File: config.mk
export PLATFORM = sky130hd
export DESIGN_NAME = fp_special_case_pipe_flat
export DESIGN_NICKNAME = d
export VERILOG_FILES = /design/src/rtl/fp_special_pkg.sv /design/src/rtl/fp_special_case_pipe_if.sv /design/src/rtl/fp_operand_classifier.sv /design/src/rtl/fp_special_case_pipe.sv /design/src/flat_wrapper.sv
export SDC_FILE = /design/constraint.sdc
export NUM_CORES = 1
export LEC_CHECK = 0
export CAP_MARGIN = 20
export CORE_UTILIZATION = 48
export CTS_BUF_LIST = sky130_fd_sc_hd__clkbuf_8
export CTS_CLUSTER_SIZE = 30
export DETAILED_ROUTE_END_ITERATION = 10
export PLACE_DENSITY_LB_ADDON = 0.1
export REMOVE_ABC_BUFFERS = 1
export SYNTH_ARGS = -nofsm -noshare
export SYNTH_HDL_FRONTEND = slang
export SYNTH_SLANG_ARGS = --single-unit
File: constraint.sdc
create_clock -name clk -period 1.68 [get_ports clk]
set_input_delay 0.336 -clock clk [delete_from_list [all_inputs] [get_ports clk]]
set_output_delay 0.336 -clock clk [all_outputs]
set_load 0.01 [all_outputs]
File: src/rtl/fp_special_pkg.sv
// Shared encodings for the FP special-case pipeline: op codes, operand classes
// and the canonical quiet NaN builder.
package fp_special_pkg;

    localparam logic [1:0] OP_MUL = 2'd0;
    localparam logic [1:0] OP_ADD = 2'd1;
    localparam logic [1:0] OP_SUB = 2'd2;
    localparam logic [1:0] OP_DIV = 2'd3;

    typedef enum logic [2:0] {
        CLS_ZERO   = 3'd0,
        CLS_DENORM = 3'd1,
        CLS_NORMAL = 3'd2,
        CLS_INF    = 3'd3,
        CLS_QNAN   = 3'd4,
        CLS_SNAN   = 3'd5
    } op_class_e;

    localparam int unsigned MAX_WIDTH = 64;

    // Sign 0, exponent all-ones, mantissa MSB set; callers truncate to their width.
    function automatic logic [MAX_WIDTH-1:0] canonical_qnan(input int unsigned exp_width,
                                                            input int unsigned mant_width);
        logic [MAX_WIDTH-1:0] q;
        q = ((MAX_WIDTH'(1) << exp_width) - MAX_WIDTH'(1)) << mant_width;
        q = q | (MAX_WIDTH'(1) << (mant_width - 1));
        return q;
    endfunction

endpackage

File: src/rtl/fp_special_case_pipe_if.sv
// Beat-level handshake and flag signals between the FP special-case pipe and its user.
interface fp_special_case_pipe_if #(
    parameter int unsigned EXP_WIDTH  = 8,
    parameter int unsigned MANT_WIDTH = 23
);
    localparam int unsigned W = EXP_WIDTH + MANT_WIDTH + 1;

    logic         in_valid;
    logic         in_ready;
    logic [1:0]   in_op;
    logic [W-1:0] in_a;
    logic [W-1:0] in_b;
    logic         out_valid;
    logic         out_ready;
    logic         out_special;
    logic [W-1:0] out_result;
    logic         out_invalid;
    logic         out_div_zero;
    logic         flags_clr;
    logic         sticky_invalid;
    logic         sticky_div_zero;

    modport master (
        output in_valid, in_op, in_a, in_b, out_ready, flags_clr,
        input  in_ready, out_valid, out_special, out_result, out_invalid, out_div_zero,
               sticky_invalid, sticky_div_zero
    );

    modport slave (
        input  in_valid, in_op, in_a, in_b, out_ready, flags_clr,
        output in_ready, out_valid, out_special, out_result, out_invalid, out_div_zero,
               sticky_invalid, sticky_div_zero
    );

endinterface

File: src/rtl/fp_operand_classifier.sv
// Classifies the exponent/mantissa of one operand; the sign is handled by the caller.
module fp_operand_classifier
    import fp_special_pkg::*;
#(
    parameter int unsigned EXP_WIDTH  = 8,
    parameter int unsigned MANT_WIDTH = 23,
    parameter bit          FTZ        = 1'b0
) (
    input  logic [EXP_WIDTH+MANT_WIDTH-1:0] magnitude,
    output op_class_e                       cls
);
    logic [EXP_WIDTH-1:0]  exp_f;
    logic [MANT_WIDTH-1:0] mant_f;

    assign {exp_f, mant_f} = magnitude;

    always_comb begin
        cls = CLS_NORMAL;
        if (&exp_f) begin
            if (mant_f == '0) begin
                cls = CLS_INF;
            end else if (mant_f[MANT_WIDTH-1]) begin
                cls = CLS_QNAN;
            end else begin
                cls = CLS_SNAN;
            end
        end else if (exp_f == '0) begin
            // Flushed denormals behave as zero but keep their sign bit.
            if (mant_f == '0 || FTZ) begin
                cls = CLS_ZERO;
            end else begin
                cls = CLS_DENORM;
            end
        end
    end

endmodule

File: src/rtl/fp_special_case_pipe.sv
// Two-stage special-case detector for MUL/ADD/SUB/DIV: S1 classifies, S2 holds the
// selected result and flags; sticky flags accumulate on output handshakes.
module fp_special_case_pipe
    import fp_special_pkg::*;
#(
    parameter int unsigned EXP_WIDTH  = 8,
    parameter int unsigned MANT_WIDTH = 23,
    parameter bit          FTZ        = 1'b0
) (
    input logic                   clk,
    input logic                   rst_n,
    fp_special_case_pipe_if.slave bus
);
    localparam int unsigned W = EXP_WIDTH + MANT_WIDTH + 1;
    localparam logic [W-1:0] QNAN = W'(canonical_qnan(EXP_WIDTH, MANT_WIDTH));

    function automatic logic [W-1:0] inf_val(input logic s);
        return {s, {EXP_WIDTH{1'b1}}, {MANT_WIDTH{1'b0}}};
    endfunction

    function automatic logic [W-1:0] zero_val(input logic s);
        return {s, {(W-1){1'b0}}};
    endfunction

    op_class_e    cls_a, cls_b;
    logic         s1_valid;
    logic [1:0]   s1_op;
    op_class_e    s1_cls_a, s1_cls_b;
    logic [W-1:0] s1_a, s1_b;
    logic         s2_valid, s2_special, s2_invalid, s2_div_zero;
    logic [W-1:0] s2_result;
    logic         sticky_invalid_q, sticky_div_zero_q;

    logic         s2_ready, s1_move, in_fire, out_fire;
    logic         sel_special, sel_invalid, sel_div_zero;
    logic [W-1:0] sel_result;
    logic         a_nan, b_nan, a_snan, b_snan, a_inf, b_inf, a_zero, b_zero;
    logic         sa, eff_sb, sign_x;

    fp_operand_classifier #(
        .EXP_WIDTH (EXP_WIDTH),
        .MANT_WIDTH(MANT_WIDTH),
        .FTZ       (FTZ)
    ) u_class_a (
        .magnitude(bus.in_a[W-2:0]),
        .cls      (cls_a)
    );

    fp_operand_classifier #(
        .EXP_WIDTH (EXP_WIDTH),
        .MANT_WIDTH(MANT_WIDTH),
        .FTZ       (FTZ)
    ) u_class_b (
        .magnitude(bus.in_b[W-2:0]),
        .cls      (cls_b)
    );

    assign out_fire     = s2_valid && bus.out_ready;
    assign s2_ready     = !s2_valid || bus.out_ready;
    assign s1_move      = s1_valid && s2_ready;
    assign bus.in_ready = !s1_valid || s2_ready;
    assign in_fire      = bus.in_valid && bus.in_ready;

    always_ff @(posedge clk or negedge rst_n) begin
        if (!rst_n) begin
            s1_valid <= 1'b0;
            s1_op    <= OP_MUL;
            s1_cls_a <= CLS_ZERO;
            s1_cls_b <= CLS_ZERO;
            s1_a     <= '0;
            s1_b     <= '0;
        end else begin
            if (bus.in_ready) s1_valid <= bus.in_valid;
            if (in_fire) begin
                s1_op    <= bus.in_op;
                s1_cls_a <= cls_a;
                s1_cls_b <= cls_b;
                s1_a     <= bus.in_a;
                s1_b     <= bus.in_b;
            end
        end
    end

    assign a_snan = s1_cls_a == CLS_SNAN;
    assign b_snan = s1_cls_b == CLS_SNAN;
    assign a_nan  = a_snan || s1_cls_a == CLS_QNAN;
    assign b_nan  = b_snan || s1_cls_b == CLS_QNAN;
    assign a_inf  = s1_cls_a == CLS_INF;
    assign b_inf  = s1_cls_b == CLS_INF;
    assign a_zero = s1_cls_a == CLS_ZERO;
    assign b_zero = s1_cls_b == CLS_ZERO;
    assign sa     = s1_a[W-1];
    assign sign_x = s1_a[W-1] ^ s1_b[W-1];
    assign eff_sb = s1_b[W-1] ^ (s1_op == OP_SUB);

    always_comb begin
        sel_special  = 1'b1;
        sel_result   = '0;
        sel_invalid  = 1'b0;
        sel_div_zero = 1'b0;
        if (a_nan || b_nan) begin
            sel_result  = QNAN;
            sel_invalid = a_snan || b_snan;
        end else begin
            case (s1_op)
                OP_MUL: begin
                    if ((a_inf && b_zero) || (a_zero && b_inf)) begin
                        sel_result  = QNAN;
                        sel_invalid = 1'b1;
                    end else if (a_inf || b_inf) begin
                        sel_result = inf_val(sign_x);
                    end else if (a_zero || b_zero) begin
                        sel_result = zero_val(sign_x);
                    end else begin
                        sel_special = 1'b0;
                    end
                end
                OP_ADD, OP_SUB: begin
                    if (a_inf && b_inf && (sa != eff_sb)) begin
                        sel_result  = QNAN;
                        sel_invalid = 1'b1;
                    end else if (a_inf) begin
                        sel_result = inf_val(sa);
                    end else if (b_inf) begin
                        sel_result = inf_val(eff_sb);
                    end else if (a_zero && b_zero) begin
                        sel_result = zero_val(sa & eff_sb);
                    end else if (a_zero) begin
                        sel_result = {eff_sb, s1_b[W-2:0]};
                    end else if (b_zero) begin
                        sel_result = s1_a;
                    end else begin
                        sel_special = 1'b0;
                    end
                end
                default: begin
                    if ((a_zero && b_zero) || (a_inf && b_inf)) begin
                        sel_result  = QNAN;
                        sel_invalid = 1'b1;
                    end else if (b_zero && !a_inf) begin
                        sel_result   = inf_val(sign_x);
                        sel_div_zero = 1'b1;
                    end else if (a_inf) begin
                        sel_result = inf_val(sign_x);
                    end else if (a_zero || b_inf) begin
                        sel_result = zero_val(sign_x);
                    end else begin
                        sel_special = 1'b0;
                    end
                end
            endcase
        end
    end

    always_ff @(posedge clk or negedge rst_n) begin
        if (!rst_n) begin
            s2_valid          <= 1'b0;
            s2_special        <= 1'b0;
            s2_result         <= '0;
            s2_invalid        <= 1'b0;
            s2_div_zero       <= 1'b0;
            sticky_invalid_q  <= 1'b0;
            sticky_div_zero_q <= 1'b0;
        end else begin
            if (s2_ready) s2_valid <= s1_valid;
            if (s1_move) begin
                s2_special  <= sel_special;
                s2_result   <= sel_result;
                s2_invalid  <= sel_invalid;
                s2_div_zero <= sel_div_zero;
            end
            // A handshake that sets a flag wins over a same-cycle clear.
            sticky_invalid_q  <= (sticky_invalid_q && !bus.flags_clr) || (out_fire && s2_invalid);
            sticky_div_zero_q <= (sticky_div_zero_q && !bus.flags_clr) ||
                                 (out_fire && s2_div_zero);
        end
    end

    assign bus.out_valid       = s2_valid;
    assign bus.out_special     = s2_special;
    assign bus.out_result      = s2_result;
    assign bus.out_invalid     = s2_invalid;
    assign bus.out_div_zero    = s2_div_zero;
    assign bus.sticky_invalid  = sticky_invalid_q;
    assign bus.sticky_div_zero = sticky_div_zero_q;

endmodule

File: src/flat_wrapper.sv
// flat-port wrapper written by rule: the top's interface ports become plain ports
module fp_special_case_pipe_flat import fp_special_pkg::*;
#(
    parameter int unsigned EXP_WIDTH  = 8,
    parameter int unsigned MANT_WIDTH = 23,
    parameter bit          FTZ        = 1'b0
)
  (clk, rst_n, bus_in_valid, bus_in_op, bus_in_a, bus_in_b, bus_out_ready, bus_flags_clr, bus_in_ready, bus_out_valid, bus_out_special, bus_out_result, bus_out_invalid, bus_out_div_zero, bus_sticky_invalid, bus_sticky_div_zero);
  fp_special_case_pipe_if #(.EXP_WIDTH(EXP_WIDTH), .MANT_WIDTH(MANT_WIDTH)) bus_i ();
  input logic clk;
  input logic rst_n;
  input wire logic [$bits(bus_i.in_valid)-1:0] bus_in_valid;
  input wire logic [$bits(bus_i.in_op)-1:0] bus_in_op;
  input wire logic [$bits(bus_i.in_a)-1:0] bus_in_a;
  input wire logic [$bits(bus_i.in_b)-1:0] bus_in_b;
  input wire logic [$bits(bus_i.out_ready)-1:0] bus_out_ready;
  input wire logic [$bits(bus_i.flags_clr)-1:0] bus_flags_clr;
  output wire logic [$bits(bus_i.in_ready)-1:0] bus_in_ready;
  output wire logic [$bits(bus_i.out_valid)-1:0] bus_out_valid;
  output wire logic [$bits(bus_i.out_special)-1:0] bus_out_special;
  output wire logic [$bits(bus_i.out_result)-1:0] bus_out_result;
  output wire logic [$bits(bus_i.out_invalid)-1:0] bus_out_invalid;
  output wire logic [$bits(bus_i.out_div_zero)-1:0] bus_out_div_zero;
  output wire logic [$bits(bus_i.sticky_invalid)-1:0] bus_sticky_invalid;
  output wire logic [$bits(bus_i.sticky_div_zero)-1:0] bus_sticky_div_zero;
  assign bus_i.in_valid = bus_in_valid;
  assign bus_i.in_op = bus_in_op;
  assign bus_i.in_a = bus_in_a;
  assign bus_i.in_b = bus_in_b;
  assign bus_i.out_ready = bus_out_ready;
  assign bus_i.flags_clr = bus_flags_clr;
  assign bus_in_ready = bus_i.in_ready;
  assign bus_out_valid = bus_i.out_valid;
  assign bus_out_special = bus_i.out_special;
  assign bus_out_result = bus_i.out_result;
  assign bus_out_invalid = bus_i.out_invalid;
  assign bus_out_div_zero = bus_i.out_div_zero;
  assign bus_sticky_invalid = bus_i.sticky_invalid;
  assign bus_sticky_div_zero = bus_i.sticky_div_zero;
  fp_special_case_pipe #(.EXP_WIDTH(EXP_WIDTH), .MANT_WIDTH(MANT_WIDTH), .FTZ(FTZ)) u_core (.clk(clk), .rst_n(rst_n), .bus(bus_i));
endmodule
==> metrics.md <==
| Metric | Value |
|---|---|
| WS Path Type | `register to register` |
| Cells on worst reg2reg path | `5` |
| PwrDens | `965.2 nW/um^2` |
| WP data arrival | `2.20 ns` |
| Clk buf depth | `2` |
| Area after DPL | `6919 um^2` |
| Count of final max-slew check failures | `0` |
| Period utilisation layout | `1.129` |
| Leak | `3.163 nW` |
| DR DRC count | `0` |
| Synth unique cells | `49` |
| Post-DP HPWL | `9571 um` |
| Most frequent cells in the layout | `dfrtp_1, clkdlybuf4s50_1, buf_4` |
| Vias in the first global route | `4418` |
| FFs w/ async S/R, synth | `1.000` |
| All-Layer GR Usage | `0.2470` |
| Mapped Avg Cell Area | `11.71 um^2` |
| Critical Path RT | `1.98 ns` |
| Number of synthesized flops with an enable pin | `0` |
| Commonest non-fill, non-tap cell in the layout | `dfrtp_1` |
| Setup slack, reg-to-reg | `-0.22 ns` |
| Die X | `105.3 um` |
| Status | `complete, but fails checks` |
| Final wirelength | `13110 um` |
| FP Rows | `37` |
| Initial Util | `0.4957` |
| Type of origin of the critical path | `register` |
| Worst-skew pair later-pin latency | `0.38 ns` |
| Initial DRC count | `157` |
| Min cycle time layout | `1.897 ns` |
| IO Port Bufs | `109` |
| Maximum fanout along the worst path | `5` |
| Drt first pass iters | `4` |
| Hold Path Class | `input pin to async pin` |
| Max IR drop VDD | `0.4694 mV` |
| Max-Cap Viols | `0` |
| Die ar. | `11080 um^2` |
| Clock root buffer | `clkbuf_8` |
| Share of cells above drive strength 1 | `0.3280` |
| Reg2reg end | `u_core.bus.out_result[0]` |
| Core area | `10320 um^2` |
| Tot Pwr | `7.119 mW` |
| Largest cells by area after synthesis | `dfrtp_1, mux2_2, a22oi_1` |
| Sequential cell area | `2779 um^2` |
| Routed Antenna Nets | `0` |
| Worst-Margin Slew | `0.4043 ns` |
| Vias per std cell | `5.563` |
| Finished Layout Cells | `758` |
| Die Span Y | `105.3 um` |
| GPL Wtd Cong | `0.8491` |
| N_diodes | `0` |
| Worst r2r src | `u_core.s1_cls_b[1]` |
| Final Hold Fails | `0` |
| Top cell type's share of synthesized area | `0.5428` |
| Final hold slack | `0.4074 ns` |
| Final Cell Area | `7376 um^2` |
| Grt total ovfl | `0` |
| Failing checks | `setup timing` |
| Footprint of the multi-input gates | `2255 um^2` |
| Endpoints failing setup | `32` |
| Largest net degree at the start of global routing | `40` |
| Yosys warns | `0` |
| Initial antenna violation count | `0` |
| Worst slack at placement | `-0.4297 ns` |
| Max stage delay on crit path | `0.62 ns` |
| Final WS setup | `-0.2171 ns` |
| Fin nets | `693` |
| Global-route wire length before repair | `21380 um` |
| Area grow syn2layout | `44.13%` |
| Critical path launch point | `u_core.s1_cls_b[1]` |
| CP endpoint kind | `register` |
| # fillers | `719` |
| Worst-path clk slew | `0.11 ns` |
| Yosys reg bits | `111` |
| Cell taking the most area after synthesis | `dfrtp_1` |
| Io pins | `110` |
| Total clock sinks | `111` |
| Crit-path cells | `and3b_2, or2_1, or4_4, clkbuf_16, o21ai_2` |
| Cells after Synth | `437` |
| RSZ-0062 raised after global routing | `true` |
| Peak Freq | `0.5271 GHz` |
| Htree depth | `3` |
| DP Cell Count | `728` |
| Relative slew margins | `0.7280` |
| Slowest cell on crit path | `or4_4` |
| Post-synth design cell area | `5117 um^2` |
| Register area share after synthesis | `0.5428` |
| Top_reg_cell synth | `dfrtp_1` |
| Via count | `4217` |
| Wirelength per Cell | `17.30 um` |
| CTS Buf Count | `9` |
| Skew final | `0.01258 ns` |
| CTS tree | `built` |
## Yosys cell counts, types with 3 or more instances
master,number
dfrtp_1,111
mux2_2,62
nand2_1,37
a22oi_1,24
nand3_1,21
o21ai_2,20
clkbuf_1,19
o21ai_0,15
nor2_1,12
nor4_1,12
o22a_1,10
a32oi_1,8
nand4_1,8
inv_1,7
nor3_1,7
buf_2,5
ha_1,5
nand2b_1,5
or4_1,4
xor2_1,4
o211ai_1,3
or3_1,3
## worst max-delay path by stage
stage	to	slack, ns	cells past startpoint
global route	u_core.bus.out_result[31]	-0.30	5
detailed placement	u_core.bus.out_result[2]	-0.43	6
floorplan	u_core.bus.out_result[31]	-1.25	4
CTS	u_core.bus.out_result[31]	-0.16	5
global placement	u_core.bus.out_result[2]	-0.42	6
finish	u_core.bus.out_result[0]	-0.22	5
## timing repair
item / in CTS / in global routing
pin swaps: 6 / 9
resized for setup: 13 / 16
cloned: 0 / 3
hold endpoints to repair: 24 / 0
buffers inserted: 7 / 3
endpoints found under the setup margin: 35 / 67
hold buffers: 1 / 0
## sequential cells by signal, indices dropped and copies added (netlist names)
signal                      flops
u_core.bus.out_div_zero         1
u_core.bus.out_valid            1
u_core.bus.out_result          32
u_core.s1_cls_a                 3
u_core.bus.sticky_invalid       1
u_core.bus.out_invalid          1
u_core.bus.sticky_div_zero      1
u_core.s1_a                    32
u_core.s1_cls_b                 3
u_core.bus.out_special          1
u_core.s1_valid                 1
u_core.s1_op                    2
u_core.s1_b                    32
## metrics by stage
step | setup TNS [ns] | utilization
floorplan | -108.51 | -
global placement | -31.14 | 0.6702
detailed placement | -32.15 | 0.6702
CTS | -3.037 | 0.7016
finish | -4.632 | 0.7145
global route | -6.515 | 0.7145
## area by class of cell
type	count	area share
flip-flops and latches	111	0.3768
multi-input cells	290	0.3057
repair buffers	198	0.2619
well taps	136	0.02307
clock buffers	10	0.01866
clock inverters	6	0.01035
inverters	7	0.003562
## power breakdown
group / switching [mW] / leakage (nW) / internal [mW]
logic: 0.903 / 1.70 / 1.20
registers: 0.239 / 1.35 / 3.06
clock network: 0.965 / 0.109 / 0.755
total: 2.11 / 3.16 / 5.01
## cell families after synthesis
| kind of cell | after synthesis | synth area share |
|---|---|---|
| AO/OA/AOI/OAI | 95 | 0.1430 |
| XOR/XNOR | 4 | 0.006845 |
| adder cells (fa/ha/maj) | 5 | 0.01222 |
| buffers and inverters | 36 | 0.03081 |
| flip-flops | 111 | 0.5428 |
| multiplexers | 63 | 0.1384 |
| AND/OR/NAND/NOR | 123 | 0.1259 |
## layer usage
layer,GRT usage,share of wire,vias to the layer above
li1,-,-,1985
met5,0,0,-
met4,0.06942,0.015,0
met2,0.4455,0.52,87
met1,0.3074,0.43,2132
met3,0.03649,0.034,13
## worst max-delay path, delay by kind of cell, from the launching register on
family	cells	cell delay (ns)
AO/OA/AOI/OAI	1	0.12
buffers and inverters	1	0.21
flip-flops	1	0.43
AND/OR/NAND/NOR	3	1.07
No activity file was read; power rests on OpenSTA's default activity.
